File: config.mk
export PLATFORM = sky130hd
export DESIGN_NAME = bloque_botones_flat
export DESIGN_NICKNAME = d
export VERILOG_FILES = /design/src/rtl/bloque_botones_pkg.sv /design/src/rtl/bloque_botones_if.sv /design/src/rtl/bloque_botones_antirrebote.sv /design/src/rtl/bloque_botones.sv /design/src/flat_wrapper.sv
export SDC_FILE = /design/constraint.sdc
export NUM_CORES = 1
export LEC_CHECK = 0
export CELL_PAD_IN_SITES_DETAIL_PLACEMENT = 0
export CELL_PAD_IN_SITES_GLOBAL_PLACEMENT = 2
export CORE_AREA = 5 5 81 83
export DETAILED_ROUTE_END_ITERATION = 10
export DIE_AREA = 0 0 86 88
export PLACE_DENSITY_LB_ADDON = 0.1
export SYNTH_ARGS = -nofsm -noshare
export SYNTH_HDL_FRONTEND = slang
export SYNTH_SLANG_ARGS = --single-unit
File: constraint.sdc
create_clock -name reloj -period 1.3 [get_ports reloj]
set_input_delay 0.26 -clock reloj [delete_from_list [all_inputs] [get_ports reloj]]
set_output_delay 0.26 -clock reloj [all_outputs]
set_load 0.03 [all_outputs]
File: src/rtl/bloque_botones_pkg.sv
// -----------------------------------------------------------------------------
// bloque_botones_pkg
// Shared definitions for the push-button front end of the date/time editor:
// FSM state type, button bit positions and default timing parameters.
// Optional feature macro: AUTOREPEAT_EN (adds the REPITE state).
// -----------------------------------------------------------------------------
package bloque_botones_pkg;

  localparam int N_BOT = 4;

  // Bit positions inside IN_botones / OUT_bot_fecha.
  localparam int ARRIBA = 0;
  localparam int ABAJO  = 1;
  localparam int IZQ    = 2;
  localparam int DER    = 3;

  localparam int DEB_CICLOS_DEF  = 16;
  localparam int RETARDO_REP_DEF = 50;
  localparam int PERIODO_REP_DEF = 10;

`ifdef AUTOREPEAT_EN
  typedef enum logic [1:0] {REPOSO, SOSTENIDO, REPITE, ESPERA_LIBRE} estado_t;
`else
  typedef enum logic [1:0] {REPOSO, SOSTENIDO, ESPERA_LIBRE} estado_t;
`endif

  // True when exactly one button is pressed.
  function automatic logic es_one_hot(input logic [N_BOT-1:0] v);
    return (v != '0) && ((v & (v - N_BOT'(1))) == '0);
  endfunction

endpackage

File: src/rtl/bloque_botones_if.sv
// -----------------------------------------------------------------------------
// bloque_botones_if
// Groups the button block's functional signals.
//   IN_botones    raw push-buttons (bit0 up, bit1 down, bit2 left, bit3 right)
//   enable_bot    1 = command pulses allowed (edit mode)
//   OUT_bot_fecha one-hot, one-cycle command pulses
//   bot_activo    1 while any debounced button is pressed
// master: the side driving buttons; slave: bloque_botones.
// -----------------------------------------------------------------------------
interface bloque_botones_if;
  import bloque_botones_pkg::*;

  logic [N_BOT-1:0] IN_botones;
  logic             enable_bot;
  logic [N_BOT-1:0] OUT_bot_fecha;
  logic             bot_activo;

  modport master (output IN_botones, enable_bot, input OUT_bot_fecha, bot_activo);
  modport slave  (input IN_botones, enable_bot, output OUT_bot_fecha, bot_activo);
endinterface

File: src/rtl/bloque_botones_antirrebote.sv
// -----------------------------------------------------------------------------
// antirrebote
// One button: 2-flop synchronizer followed by a debounce counter. The level
// output only changes after the synchronized input has disagreed with it for
// DEB_CICLOS cycles and still disagrees on the following cycle.
//   reloj, resetM (sync, active-high), boton_raw (async), nivel (debounced)
// -----------------------------------------------------------------------------
module antirrebote
  import bloque_botones_pkg::*;
#(
  parameter int DEB_CICLOS = DEB_CICLOS_DEF
) (
  input  logic reloj,
  input  logic resetM,
  input  logic boton_raw,
  output logic nivel
);

  localparam int CW = $clog2(DEB_CICLOS + 1);

  logic          sinc1, sinc2;
  logic [CW-1:0] cuenta;

  // NOTE: sequential state uses non-blocking assignments so every flop samples
  // pre-edge values; sinc1/sinc2 must stay a plain flop pair with no logic
  // between them, otherwise the synchronizer loses its metastability margin.
  always_ff @(posedge reloj) begin
    if (resetM) begin
      sinc1  <= 1'b0;
      sinc2  <= 1'b0;
      cuenta <= '0;
      nivel  <= 1'b0;
    end else begin
      sinc1 <= boton_raw;
      sinc2 <= sinc1;
      if (sinc2 == nivel) begin
        cuenta <= '0;                       // any agreement restarts the run
      end else if (cuenta == CW'(DEB_CICLOS)) begin
        nivel  <= sinc2;                    // run complete: accept new level
        cuenta <= '0;
      end else begin
        cuenta <= cuenta + CW'(1);          // tops out at DEB_CICLOS, never wraps
      end
    end
  end

endmodule

File: src/rtl/bloque_botones.sv
// -----------------------------------------------------------------------------
// bloque_botones
// Debounces four push-buttons and turns a single clean press into a one-cycle
// one-hot command pulse for the date/time edit block. Chords, presses while
// disabled, and changes of button while held are ignored until full release.
//   reloj   system clock (rising edge)
//   resetM  synchronous active-high reset
//   bus     bloque_botones_if.slave (IN_botones, enable_bot, OUT_bot_fecha,
//           bot_activo)
// Optional macro AUTOREPEAT_EN: a held button repeats after RETARDO_REP cycles
// and then every PERIODO_REP cycles.
// -----------------------------------------------------------------------------
module bloque_botones
  import bloque_botones_pkg::*;
#(
  parameter int DEB_CICLOS  = DEB_CICLOS_DEF,
  parameter int RETARDO_REP = RETARDO_REP_DEF,
  parameter int PERIODO_REP = PERIODO_REP_DEF
) (
  input  logic            reloj,
  input  logic            resetM,
  bloque_botones_if.slave bus
);

  if (DEB_CICLOS < 1 || RETARDO_REP < 1 || PERIODO_REP < 1) begin : g_param_check
    $error("bloque_botones: timing parameters must be >= 1");
  end

  logic [N_BOT-1:0] db;

  for (genvar i = 0; i < N_BOT; i++) begin : g_bot
    antirrebote #(.DEB_CICLOS(DEB_CICLOS)) u_antirrebote (
      .reloj     (reloj),
      .resetM    (resetM),
      .boton_raw (bus.IN_botones[i]),
      .nivel     (db[i])
    );
  end

  estado_t          estado, estado_sig;
  logic [N_BOT-1:0] retenido, retenido_sig;   // button that produced the pulse
  logic [N_BOT-1:0] pulso;
  logic [N_BOT-1:0] out_q;
  logic             activo_q;

`ifdef AUTOREPEAT_EN
  localparam int TMAX = (RETARDO_REP > PERIODO_REP) ? RETARDO_REP : PERIODO_REP;
  localparam int TW   = $clog2(TMAX + 1);
  logic [TW-1:0] temp, temp_sig;
`endif

  // NOTE: every combinational output gets a default before the case so no
  // path leaves a signal unassigned, which would otherwise infer a latch.
  always_comb begin
    estado_sig   = estado;
    retenido_sig = retenido;
    pulso        = '0;
`ifdef AUTOREPEAT_EN
    temp_sig     = temp;
`endif
    unique case (estado)
      REPOSO: begin
        if (db != '0) begin
          if (es_one_hot(db) && bus.enable_bot) begin
            pulso        = db;
            retenido_sig = db;
            estado_sig   = SOSTENIDO;
`ifdef AUTOREPEAT_EN
            temp_sig     = '0;
`endif
          end else begin
            estado_sig = ESPERA_LIBRE;
          end
        end
      end
      SOSTENIDO: begin
        if (db == '0) begin
          estado_sig = REPOSO;
        end else if (db != retenido || !bus.enable_bot) begin
          estado_sig = ESPERA_LIBRE;
`ifdef AUTOREPEAT_EN
        end else if (temp == TW'(RETARDO_REP)) begin
          pulso      = db;
          estado_sig = REPITE;
          temp_sig   = '0;
        end else begin
          temp_sig = temp + TW'(1);
`endif
        end
      end
`ifdef AUTOREPEAT_EN
      REPITE: begin
        if (db == '0) begin
          estado_sig = REPOSO;
        end else if (db != retenido || !bus.enable_bot) begin
          estado_sig = ESPERA_LIBRE;
        end else if (temp == TW'(PERIODO_REP - 1)) begin
          pulso    = db;
          temp_sig = '0;
        end else begin
          temp_sig = temp + TW'(1);
        end
      end
`endif
      ESPERA_LIBRE: begin
        if (db == '0) estado_sig = REPOSO;
      end
      default: estado_sig = REPOSO;
    endcase
  end

  always_ff @(posedge reloj) begin
    if (resetM) begin
      estado   <= REPOSO;
      retenido <= '0;
      out_q    <= '0;
      activo_q <= 1'b0;
`ifdef AUTOREPEAT_EN
      temp     <= '0;
`endif
    end else begin
      estado   <= estado_sig;
      retenido <= retenido_sig;
      out_q    <= pulso;
      activo_q <= |db;
`ifdef AUTOREPEAT_EN
      temp     <= temp_sig;
`endif
    end
  end

  assign bus.OUT_bot_fecha = out_q;
  assign bus.bot_activo    = activo_q;

endmodule

File: src/flat_wrapper.sv
// flat-port wrapper written by rule: the top's interface ports become plain ports
module bloque_botones_flat import bloque_botones_pkg::*;
#(
  parameter int DEB_CICLOS  = DEB_CICLOS_DEF,
  parameter int RETARDO_REP = RETARDO_REP_DEF,
  parameter int PERIODO_REP = PERIODO_REP_DEF
)
  (reloj, resetM, bus_IN_botones, bus_enable_bot, bus_OUT_bot_fecha, bus_bot_activo);
  bloque_botones_if bus_i ();
  input  logic reloj;
  input  logic resetM;
  input wire logic [$bits(bus_i.IN_botones)-1:0] bus_IN_botones;
  input wire logic [$bits(bus_i.enable_bot)-1:0] bus_enable_bot;
  output wire logic [$bits(bus_i.OUT_bot_fecha)-1:0] bus_OUT_bot_fecha;
  output wire logic [$bits(bus_i.bot_activo)-1:0] bus_bot_activo;
  assign bus_i.IN_botones = bus_IN_botones;
  assign bus_i.enable_bot = bus_enable_bot;
  assign bus_OUT_bot_fecha = bus_i.OUT_bot_fecha;
  assign bus_bot_activo = bus_i.bot_activo;
  bloque_botones #(.DEB_CICLOS(DEB_CICLOS), .RETARDO_REP(RETARDO_REP), .PERIODO_REP(PERIODO_REP)) u_core (.reloj(reloj), .resetM(resetM), .bus(bus_i));
endmodule
==> results_tabular.tex, run 1 <==
\begin{tabular}{lr}
\hline
Metric & Value \\
\hline
\multicolumn{2}{l}{\textbf{Run status}} \\
\quad Result of the run & finished, violations left \\
\quad Violated checks & setup timing \\
\multicolumn{2}{l}{\textbf{Cells and area}} \\
\quad Final non-filler cell total & 310 \\
\quad Final design instance area without fill & 2540 µm² \\
\quad Fraction of final layout cells with drive strength greater than 1 & 0.421 \\
\quad Antenna cell count & 0 \\
\quad Fin nets & 249 \\
\quad P\&R area growth vs syn & 40.3\% \\
\quad \# fillers & 564 \\
\multicolumn{2}{l}{\textbf{Clocking}} \\
\quad Sinks on Clock Net & 43 \\
\quad Maximum level of the CTS H-tree & 2 \\
\quad Clock network latency to the later pin of the worst-skew pair & 290 ps \\
\quad Clock slew seen by the registers of the worst setup and hold paths & 80 ps \\
\quad Clock buffer depth & 2 \\
\quad Number of buffers created by CTS & 5 \\
\quad Count of hold-fix buffers inserted at cts & 0 \\
\quad TritonCTS clock tree & yes \\
\quad Clock tree root buffer cell & sky130\_fd\_sc\_hd\_\_clkbuf\_8 \\
\multicolumn{2}{l}{\textbf{Detailed routing}} \\
\quad Detailed router's first-iteration violation count & 40 \\
\quad Total detailed-routing wirelength & 3690 µm \\
\quad First-pass DRT Iterations & 4 \\
\quad Via count & 1,398 \\
\quad Number of vias per cell & 4.51 \\
\quad Post-detailed-route count of antenna-violating nets & 0 \\
\quad Number of DRC violations after detailed routing & 0 \\
\quad Average routed wire per standard cell & 11.9 µm \\
\multicolumn{2}{l}{\textbf{Setup path}} \\
\quad Top delay family on crit path & compound AO/OA/AOI/OAI gates \\
\quad CP required & 1490 ps \\
\quad Critical Path Source & u\_core.g\_bot[2].u\_antirrebote.nivel \\
\quad Top fanout value on the critical path & 5 \\
\quad Depth of the most critical reg-to-reg path & 5 \\
\quad Critical Path Start Type & flop \\
\quad RR Startpoint & u\_core.g\_bot[2].u\_antirrebote.nivel \\
\quad Data arrival at the endpoint of the critical path & 1500 ps \\
\quad Crit-path max cell delay & 380 ps \\
\quad Critical path capture point type & flop \\
\quad Slowest stage cell, crit path & sky130\_fd\_sc\_hd\_\_dfxtp\_4 \\
\quad Cell breakdown of the critical path & xor2\_2 > a221oi\_2 > buf\_4 > nor3\_2 > a32o\_1 \\
\quad Worst flop-to-flop path endpoint & u\_core.retenido[3] \\
\quad Worst R2R Setup Slack & -10 ps \\
\quad Worst setup path category & flop to flop \\
\quad Worst Path Buf+Inv & 1 \\
\multicolumn{2}{l}{\textbf{Timing}} \\
\quad Max Slew Vio Count & 0 \\
\quad Crit path time final & 1310 ps \\
\quad Final sum of negative setup slack & -12.2 ps \\
\quad Slack of the critical path & -12.2 ps \\
\quad Maximum clock frequency & 762 MHz \\
\quad Worst-Margin Slew & 302 ps \\
\quad Post-route fraction of the period consumed by the critical path & 1.01 \\
\quad Hold Vio Cnt, Final & 0 \\
\quad Hold\_ws & 437 ps \\
\quad Total setup violations reported at the end of the flow & 1 \\
\quad Unrepaired setup endpoints after global routing & true \\
\quad Worst slew margin relative to its limit & 0.800 \\
\quad Final clock skew & 8.40 ps \\
\multicolumn{2}{l}{\textbf{Synth}} \\
\quad Flip-flop and latch count after synthesis & 43 \\
\quad Post-synthesis sequential area ratio & 0.475 \\
\quad Syn nets & 205 \\
\quad Count of distinct cell types in the synthesized netlist & 34 \\
\quad Post-synthesis instance area & 1810 µm² \\
\quad Yosys Warn Count & 0 \\
\quad Gate count of the mapped netlist & 190 \\
\quad Synthesized area divided by synthesized cell count & 9.54 µm² \\
\multicolumn{2}{l}{\textbf{Global route}} \\
\quad Via count of the first global-routing pass & 1,418 \\
\quad Global route total overflow & 0 \\
\quad Largest net degree at the start of global routing & 14 \\
\quad First-pass GRT wire length & 6160 µm \\
\quad GRT Util Overall & 0.104 \\
\quad Antenna violations before repair & 0 \\
\multicolumn{2}{l}{\textbf{Pwr}} \\
\quad Max IR drop VDD & 420 µV \\
\quad Leak Pwr & 0.946 nW \\
\quad Power density relative to cell area & 880 nW/µm² \\
\multicolumn{2}{l}{\textbf{Die}} \\
\quad I/O pin count & 12 \\
\quad Std-Cell Core Area & 5780 µm² \\
\quad Core Rows & 28 \\
\quad Die ar. & 7570 µm² \\
\quad Initial Util & 0.313 \\
\quad Die Y-Extent & 88 µm \\
\quad X dimension of the die & 86 µm \\
\multicolumn{2}{l}{\textbf{Hold path}} \\
\quad HP Class & flop to flop \\
\quad Worst-case hold path end point & u\_core.g\_bot[2].u\_antirrebote.sinc2 \\
\quad Startpoint of the worst hold path & u\_core.g\_bot[2].u\_antirrebote.sinc1 \\
\quad Worst hold stages & 1 \\
\multicolumn{2}{l}{\textbf{Place}} \\
\quad Detailed Place HPWL & 2590 µm \\
\quad Number of placed cells counting well taps & 297 \\
\quad Post-placement cell area & 2190 µm² \\
\quad Gpl congestion & 0.760 \\
\quad Count of buffers inserted at the top-level ports & 11 \\
\multicolumn{2}{l}{\textbf{Run}} \\
\quad Max-cap violation count & 0 \\
\hline
\end{tabular}
## registers in the layout (all words and copies together), names as in the netlist
name / count
u_core.bus.OUT_bot_fecha: 4
u_core.bus.bot_activo: 1
u_core.estado: 2
u_core.g_bot.u_antirrebote.cuenta: 20
u_core.g_bot.u_antirrebote.nivel: 4
u_core.g_bot.u_antirrebote.sinc1: 4
u_core.g_bot.u_antirrebote.sinc2: 4
u_core.retenido: 4
## worst max path at each step
stage                                              to  slack (ps)  cells past startpoint
after floorplan                      u_core.estado[1]        -0.1                      5
after global placement             u_core.retenido[3]        -500                      5
after detailed placement           u_core.retenido[3]        -530                      5
after CTS                          u_core.retenido[3]         -40                      4
after global routing      u_core.bus.OUT_bot_fecha[0]         -70                      5
final                              u_core.retenido[3]         -10                      5
## cell usage after synthesis, drive strengths merged
master   n  area (µm²)
dfxtp   43         861
or3      6        47.5
or3b     1        8.76
clkbuf   1        3.75
o21ai    4        20.0
ha       8         100
and3     1        6.26
nor2b    9        56.3
a221oi   1        15.0
and2     4        25.0
xnor2   11        96.3
buf      6        45.0
nand2    6        22.5
inv     14        52.6
a32o     1        10.0
nor2    30         120
nor4b    1        8.76
mux2i    5        50.1
nor3     6        40.0
nor4     1        6.26
o31ai    2        15.0
o32a     1        11.3
nand4b   1        8.76
a31oi    1        6.26
xor2     9        78.8
a21oi    4        20.0
nand3   10        50.1
nand4    1        6.26
nor4bb   2        20.0
## per-layer routing
layer  global-route usage  up-vias  wire [µm]
met1                0.119      671       1640
met5                    0        -          0
met3               0.0310        5         96
met2                0.183       13       1910
li1                     -      709          -
met4               0.0388        0         53
## cell type report
type | count | area (µm²) | area share
multi-input cells | 126 | 1050 | 0.413
flip-flops and latches | 43 | 887 | 0.349
repair buffers | 44 | 377 | 0.148
well taps | 75 | 93.8 | 0.0369
clock buffers | 7 | 76.3 | 0.0300
inverters | 14 | 52.6 | 0.0207
clock inverters | 1 | 5.00 | 0.00197
## worst register-to-register path, delay by kind of cell (launching register included)
kind            cells  cell delay [ps]
xor+xnor            1              190
flops               1              380
compound gates      2              440
buf+inv             1              170
simple gates        1               50
## stage by stage
step	util	power, mW	worst slack, ps
after global placement	0.379	1.46	-505
after detailed placement	0.379	1.46	-534
final	0.440	2.24	-12.2
after global routing	0.440	2.36	-69.4
after floorplan	-	1.41	-0.148
after CTS	0.416	2.27	-43.1
## cells in the final DEF (no fill, tap or decap), types with 2 or more instances in the layout
| cell type | instances |
|---|---|
| sky130_fd_sc_hd__buf_4 | 30 |
| sky130_fd_sc_hd__dfxtp_1 | 30 |
| sky130_fd_sc_hd__nor2_1 | 17 |
| sky130_fd_sc_hd__xnor2_1 | 11 |
| sky130_fd_sc_hd__nor2_2 | 10 |
| sky130_fd_sc_hd__inv_1 | 9 |
| sky130_fd_sc_hd__nand3_1 | 9 |
| sky130_fd_sc_hd__dfxtp_2 | 9 |
| sky130_fd_sc_hd__xor2_1 | 8 |
| sky130_fd_sc_hd__nor2b_1 | 8 |
| sky130_fd_sc_hd__inv_2 | 5 |
| sky130_fd_sc_hd__or3_4 | 5 |
| sky130_fd_sc_hd__nand2_1 | 5 |
| sky130_fd_sc_hd__mux2i_1 | 5 |
| sky130_fd_sc_hd__ha_1 | 5 |
| sky130_fd_sc_hd__clkbuf_8 | 5 |
| sky130_fd_sc_hd__clkdlybuf4s50_1 | 5 |
| sky130_fd_sc_hd__dfxtp_4 | 4 |
| sky130_fd_sc_hd__nor3_2 | 3 |
| sky130_fd_sc_hd__nor2_4 | 3 |
| sky130_fd_sc_hd__and2_1 | 3 |
| sky130_fd_sc_hd__clkdlybuf4s15_1 | 3 |
| sky130_fd_sc_hd__buf_6 | 3 |
| sky130_fd_sc_hd__nor4bb_4 | 2 |
| sky130_fd_sc_hd__o21ai_0 | 2 |
| sky130_fd_sc_hd__nor3_1 | 2 |
| sky130_fd_sc_hd__a21oi_1 | 2 |
| sky130_fd_sc_hd__ha_4 | 2 |
| sky130_fd_sc_hd__clkbuf_1 | 2 |
| sky130_fd_sc_hd__dlygate4sd2_1 | 2 |
## where the power goes
group | internal, mW | switching, mW
clock network | 0.377 | 0.425
registers | 1.32 | 0.00630
logic | 0.0600 | 0.0455
## repair_timing
item | in CTS | in global routing
pin swaps | 12 | 20
setup buffers | 6 | 1
resized for setup | 34 | 45
setup endpoints to repair | 29 | 34
## kinds of logic (layout without fill, tap and decap cells)
family          after synthesis  after routing  synth area share
flops                        43             43             0.475
buf+inv                      21             66            0.0559
simple gates                 79             79             0.235
mux                           5              5            0.0276
compound gates               14             14            0.0539
xor+xnor                     20             20            0.0967
fa+ha+maj                     8              8            0.0553
No activity file was read; power rests on OpenSTA's default activity.
==> run 2, diff against run 1 <==
Settings changed: CELL_PAD_IN_SITES_DETAIL_PLACEMENT 0 to 1, CELL_PAD_IN_SITES_GLOBAL_PLACEMENT 2 to 1, CORE_AREA 5 5 81 83 to 5 5 74 76, DIE_AREA 0 0 86 88 to 0 0 79 81.
==> results_tabular.tex, run 2 (synthesized netlist as in run 1, its figures left out) <==
\begin{tabular}{lr}
\hline
Metric & Value \\
\hline
\multicolumn{2}{l}{\textbf{Timing}} \\
\quad Maximum clock frequency & 724 MHz \\
\quad Hold\_ws & 452 ps \\
\quad Final clock skew & 5.15 ps \\
\quad Unrepaired setup endpoints after global routing & true \\
\quad Max Slew Vio Count & 0 \\
\quad Slack of the critical path & -81.1 ps \\
\quad Total setup violations reported at the end of the flow & 12 \\
\quad Hold Vio Cnt, Final & 0 \\
\quad Worst-Margin Slew & 306 ps \\
\quad Post-route fraction of the period consumed by the critical path & 1.06 \\
\quad Crit path time final & 1380 ps \\
\quad Worst slew margin relative to its limit & 0.797 \\
\multicolumn{2}{l}{\textbf{Global route}} \\
\quad Largest net degree at the start of global routing & 14 \\
\quad Via count of the first global-routing pass & 1,502 \\
\quad First-pass GRT wire length & 6710 µm \\
\quad GRT Util Overall & 0.136 \\
\quad Global route total overflow & 0 \\
\quad Antenna violations before repair & 0 \\
\multicolumn{2}{l}{\textbf{Setup path}} \\
\quad Slowest stage cell, crit path & sky130\_fd\_sc\_hd\_\_dfxtp\_4 \\
\quad Worst R2R Setup Slack & -80 ps \\
\quad Crit-path max cell delay & 390 ps \\
\quad Data arrival at the endpoint of the critical path & 1560 ps \\
\quad Worst setup path category & flop to flop \\
\quad Worst flop-to-flop path endpoint & u\_core.retenido[3] \\
\quad Critical Path Source & u\_core.g\_bot[3].u\_antirrebote.nivel \\
\quad Depth of the most critical reg-to-reg path & 5 \\
\quad Cell breakdown of the critical path & xor2\_1 > a221oi\_2 > buf\_4 > nor3\_2 > a32o\_1 \\
\quad Critical Path End & u\_core.retenido[3] \\
\quad Stages on worst setup path & 5 \\
\quad CP required & 1480 ps \\
\quad Top delay family on crit path & compound AO/OA/AOI/OAI gates \\
\quad RR Startpoint & u\_core.g\_bot[3].u\_antirrebote.nivel \\
\quad Critical Path Start Type & flop \\
\quad Top fanout value on the critical path & 7 \\
\quad Worst Path Buf+Inv & 1 \\
\quad Critical path capture point type & flop \\
\multicolumn{2}{l}{\textbf{Pwr}} \\
\quad Switching fraction of total power & 0.221 \\
\quad Switching power & 497 µW \\
\quad Internal power & 1.75 mW \\
\quad Comb pwr share & 0.045 \\
\quad Power consumption & 2.25 mW \\
\quad Clock group share of total power & 0.364 \\
\quad Sequential fraction of design power & 0.591 \\
\quad Power density relative to cell area & 910 nW/µm² \\
\quad Leak Pwr & 0.936 nW \\
\quad Max IR drop VDD & 546 µV \\
\multicolumn{2}{l}{\textbf{Detailed routing}} \\
\quad Uppermost layer routed & met4 \\
\quad Number of vias per cell & 4.80 \\
\quad Average routed wire per standard cell & 14.0 µm \\
\quad Post-detailed-route count of antenna-violating nets & 0 \\
\quad Routed metal-1 wire length & 1790 µm \\
\quad Via count & 1,378 \\
\quad WL met2 & 2060 µm \\
\quad First-pass DRT Iterations & 4 \\
\quad Detailed route wirelength on metal3 & 107 µm \\
\quad Total detailed-routing wirelength & 4010 µm \\
\quad Number of DRC violations after detailed routing & 0 \\
\quad Detailed router's first-iteration violation count & 42 \\
\multicolumn{2}{l}{\textbf{Clocking}} \\
\quad Sinks on Clock Net & 43 \\
\quad Clock buffer depth & 2 \\
\quad Clock tree root buffer cell & sky130\_fd\_sc\_hd\_\_clkbuf\_8 \\
\quad Clock network latency to the later pin of the worst-skew pair & 290 ps \\
\quad TritonCTS clock tree & yes \\
\quad Count of hold-fix buffers inserted at cts & 0 \\
\quad Maximum level of the CTS H-tree & 2 \\
\quad Clock slew seen by the registers of the worst setup and hold paths & 80 ps \\
\quad Number of buffers created by CTS & 5 \\
\multicolumn{2}{l}{\textbf{Place}} \\
\quad Number of placed cells counting well taps & 273 \\
\quad Gpl congestion & 0.782 \\
\quad Detailed Place HPWL & 2830 µm \\
\quad Setup slack after placement & -555 ps \\
\quad Count of buffers inserted at the top-level ports & 11 \\
\multicolumn{2}{l}{\textbf{Cells and area}} \\
\quad Fraction of final layout cells with drive strength greater than 1 & 0.408 \\
\quad Fin nets & 247 \\
\quad Final core utilization & 0.531 \\
\quad Commonest non-fill, non-tap cells in the layout & 32 x sky130\_fd\_sc\_hd\_\_dfxtp\_1, 28 x sky130\_fd\_sc\_hd\_\_buf\_4, 14 x sky130\_fd\_sc\_hd\_\_nor2\_2, 13 x sky130\_fd\_sc\_hd\_\_nor2\_1, 12 x sky130\_fd\_sc\_hd\_\_inv\_1 \\
\quad Most common cell after layout, fill and taps aside & sky130\_fd\_sc\_hd\_\_dfxtp\_1 \\
\quad Final non-filler cell total & 287 \\
\quad Antenna cell count & 0 \\
\quad P\&R area growth vs syn & 36.5\% \\
\quad Register with the most flip-flops & u\_core.g\_bot.u\_antirrebote.cuenta \\
\quad Max FFs per register & 20 \\
\multicolumn{2}{l}{\textbf{Die}} \\
\quad Initial Util & 0.389 \\
\quad X dimension of the die & 79 µm \\
\quad Std-Cell Core Area & 4660 µm² \\
\quad Core Rows & 25 \\
\quad Die ar. & 6400 µm² \\
\quad Die Y-Extent & 81 µm \\
\quad I/O pin count & 12 \\
\multicolumn{2}{l}{\textbf{Run}} \\
\quad Max-cap violation count & 0 \\
\multicolumn{2}{l}{\textbf{Run status}} \\
\quad Result of the run & finished, violations left \\
\quad Violated checks & setup timing \\
\multicolumn{2}{l}{\textbf{Hold path}} \\
\quad HP Class & flop to flop \\
\hline
\end{tabular}
run 2: changes by cell type in the layout (fill, tap and decap cells not counted), moves of 2 or more:
cell / change
sky130_fd_sc_hd__nor2_2: +4
sky130_fd_sc_hd__clkdlybuf4s15_1: -2
sky130_fd_sc_hd__buf_4: -2
sky130_fd_sc_hd__dfxtp_2: -2
sky130_fd_sc_hd__inv_2: -3
sky130_fd_sc_hd__dfxtp_1: +2
sky130_fd_sc_hd__inv_1: +3
sky130_fd_sc_hd__nor2_1: -4
run 2: power by group through the flow:
stage	sequential, mW	clock (mW)	combinational, mW
3_5_place_dp	1.37	0	0.0848
4_1_cts	1.33	0.853	0.0908
5_1_grt	1.33	0.912	0.111
3_3_place_gp	1.37	0	0.0815
2_1_floorplan	1.37	0	0.0453
6_report	1.33	0.818	0.102
run 2: how the worst min path moves through the flow:
stage                     cells after the start                           startpoint                             endpoint
after floorplan                               1                    bus_IN_botones[0]  u_core.g_bot[0].u_antirrebote.sinc1
after global placement                        1  u_core.g_bot[1].u_antirrebote.sinc1  u_core.g_bot[1].u_antirrebote.sinc2
after detailed placement                      1  u_core.g_bot[3].u_antirrebote.sinc1  u_core.g_bot[3].u_antirrebote.sinc2
after CTS                                     1  u_core.g_bot[1].u_antirrebote.sinc1  u_core.g_bot[1].u_antirrebote.sinc2
after global routing                          1  u_core.g_bot[1].u_antirrebote.sinc1  u_core.g_bot[1].u_antirrebote.sinc2
final                                         1  u_core.g_bot[0].u_antirrebote.sinc1  u_core.g_bot[0].u_antirrebote.sinc2
run 2: metrics by stage:
step                      TNS, ps  instance area, µm²
after floorplan            -0.148                1820
after global placement      -7180                2130
after detailed placement    -8170                2130
after CTS                    -191                2290
after global routing        -1310                2470
final                        -336                2470
run 2: what timing repair did:
action | in CTS | in global routing
gates resized for setup | 25 | 48
setup endpoints to repair | 30 | 35
setup buffers | 4 | 3
pin swaps | 14 | 16
run 2: cell type report:
type / instances / area, µm²
flip-flops and latches: 43 / 885
fillers: 503 / 2190
well taps: 54 / 67.6
inverters: 14 / 52.6
clock buffers: 6 / 72.6
repair buffers: 42 / 350
clock inverters: 2 / 12.5
multi-input cells: 126 / 1030
run 2: per-layer routing:
layer  vias to the layer above  track usage
li1                        705            -
met1                       655        0.159
met2                        13        0.239
met3                         5       0.0377
met4                         0       0.0464
met5                         -            0
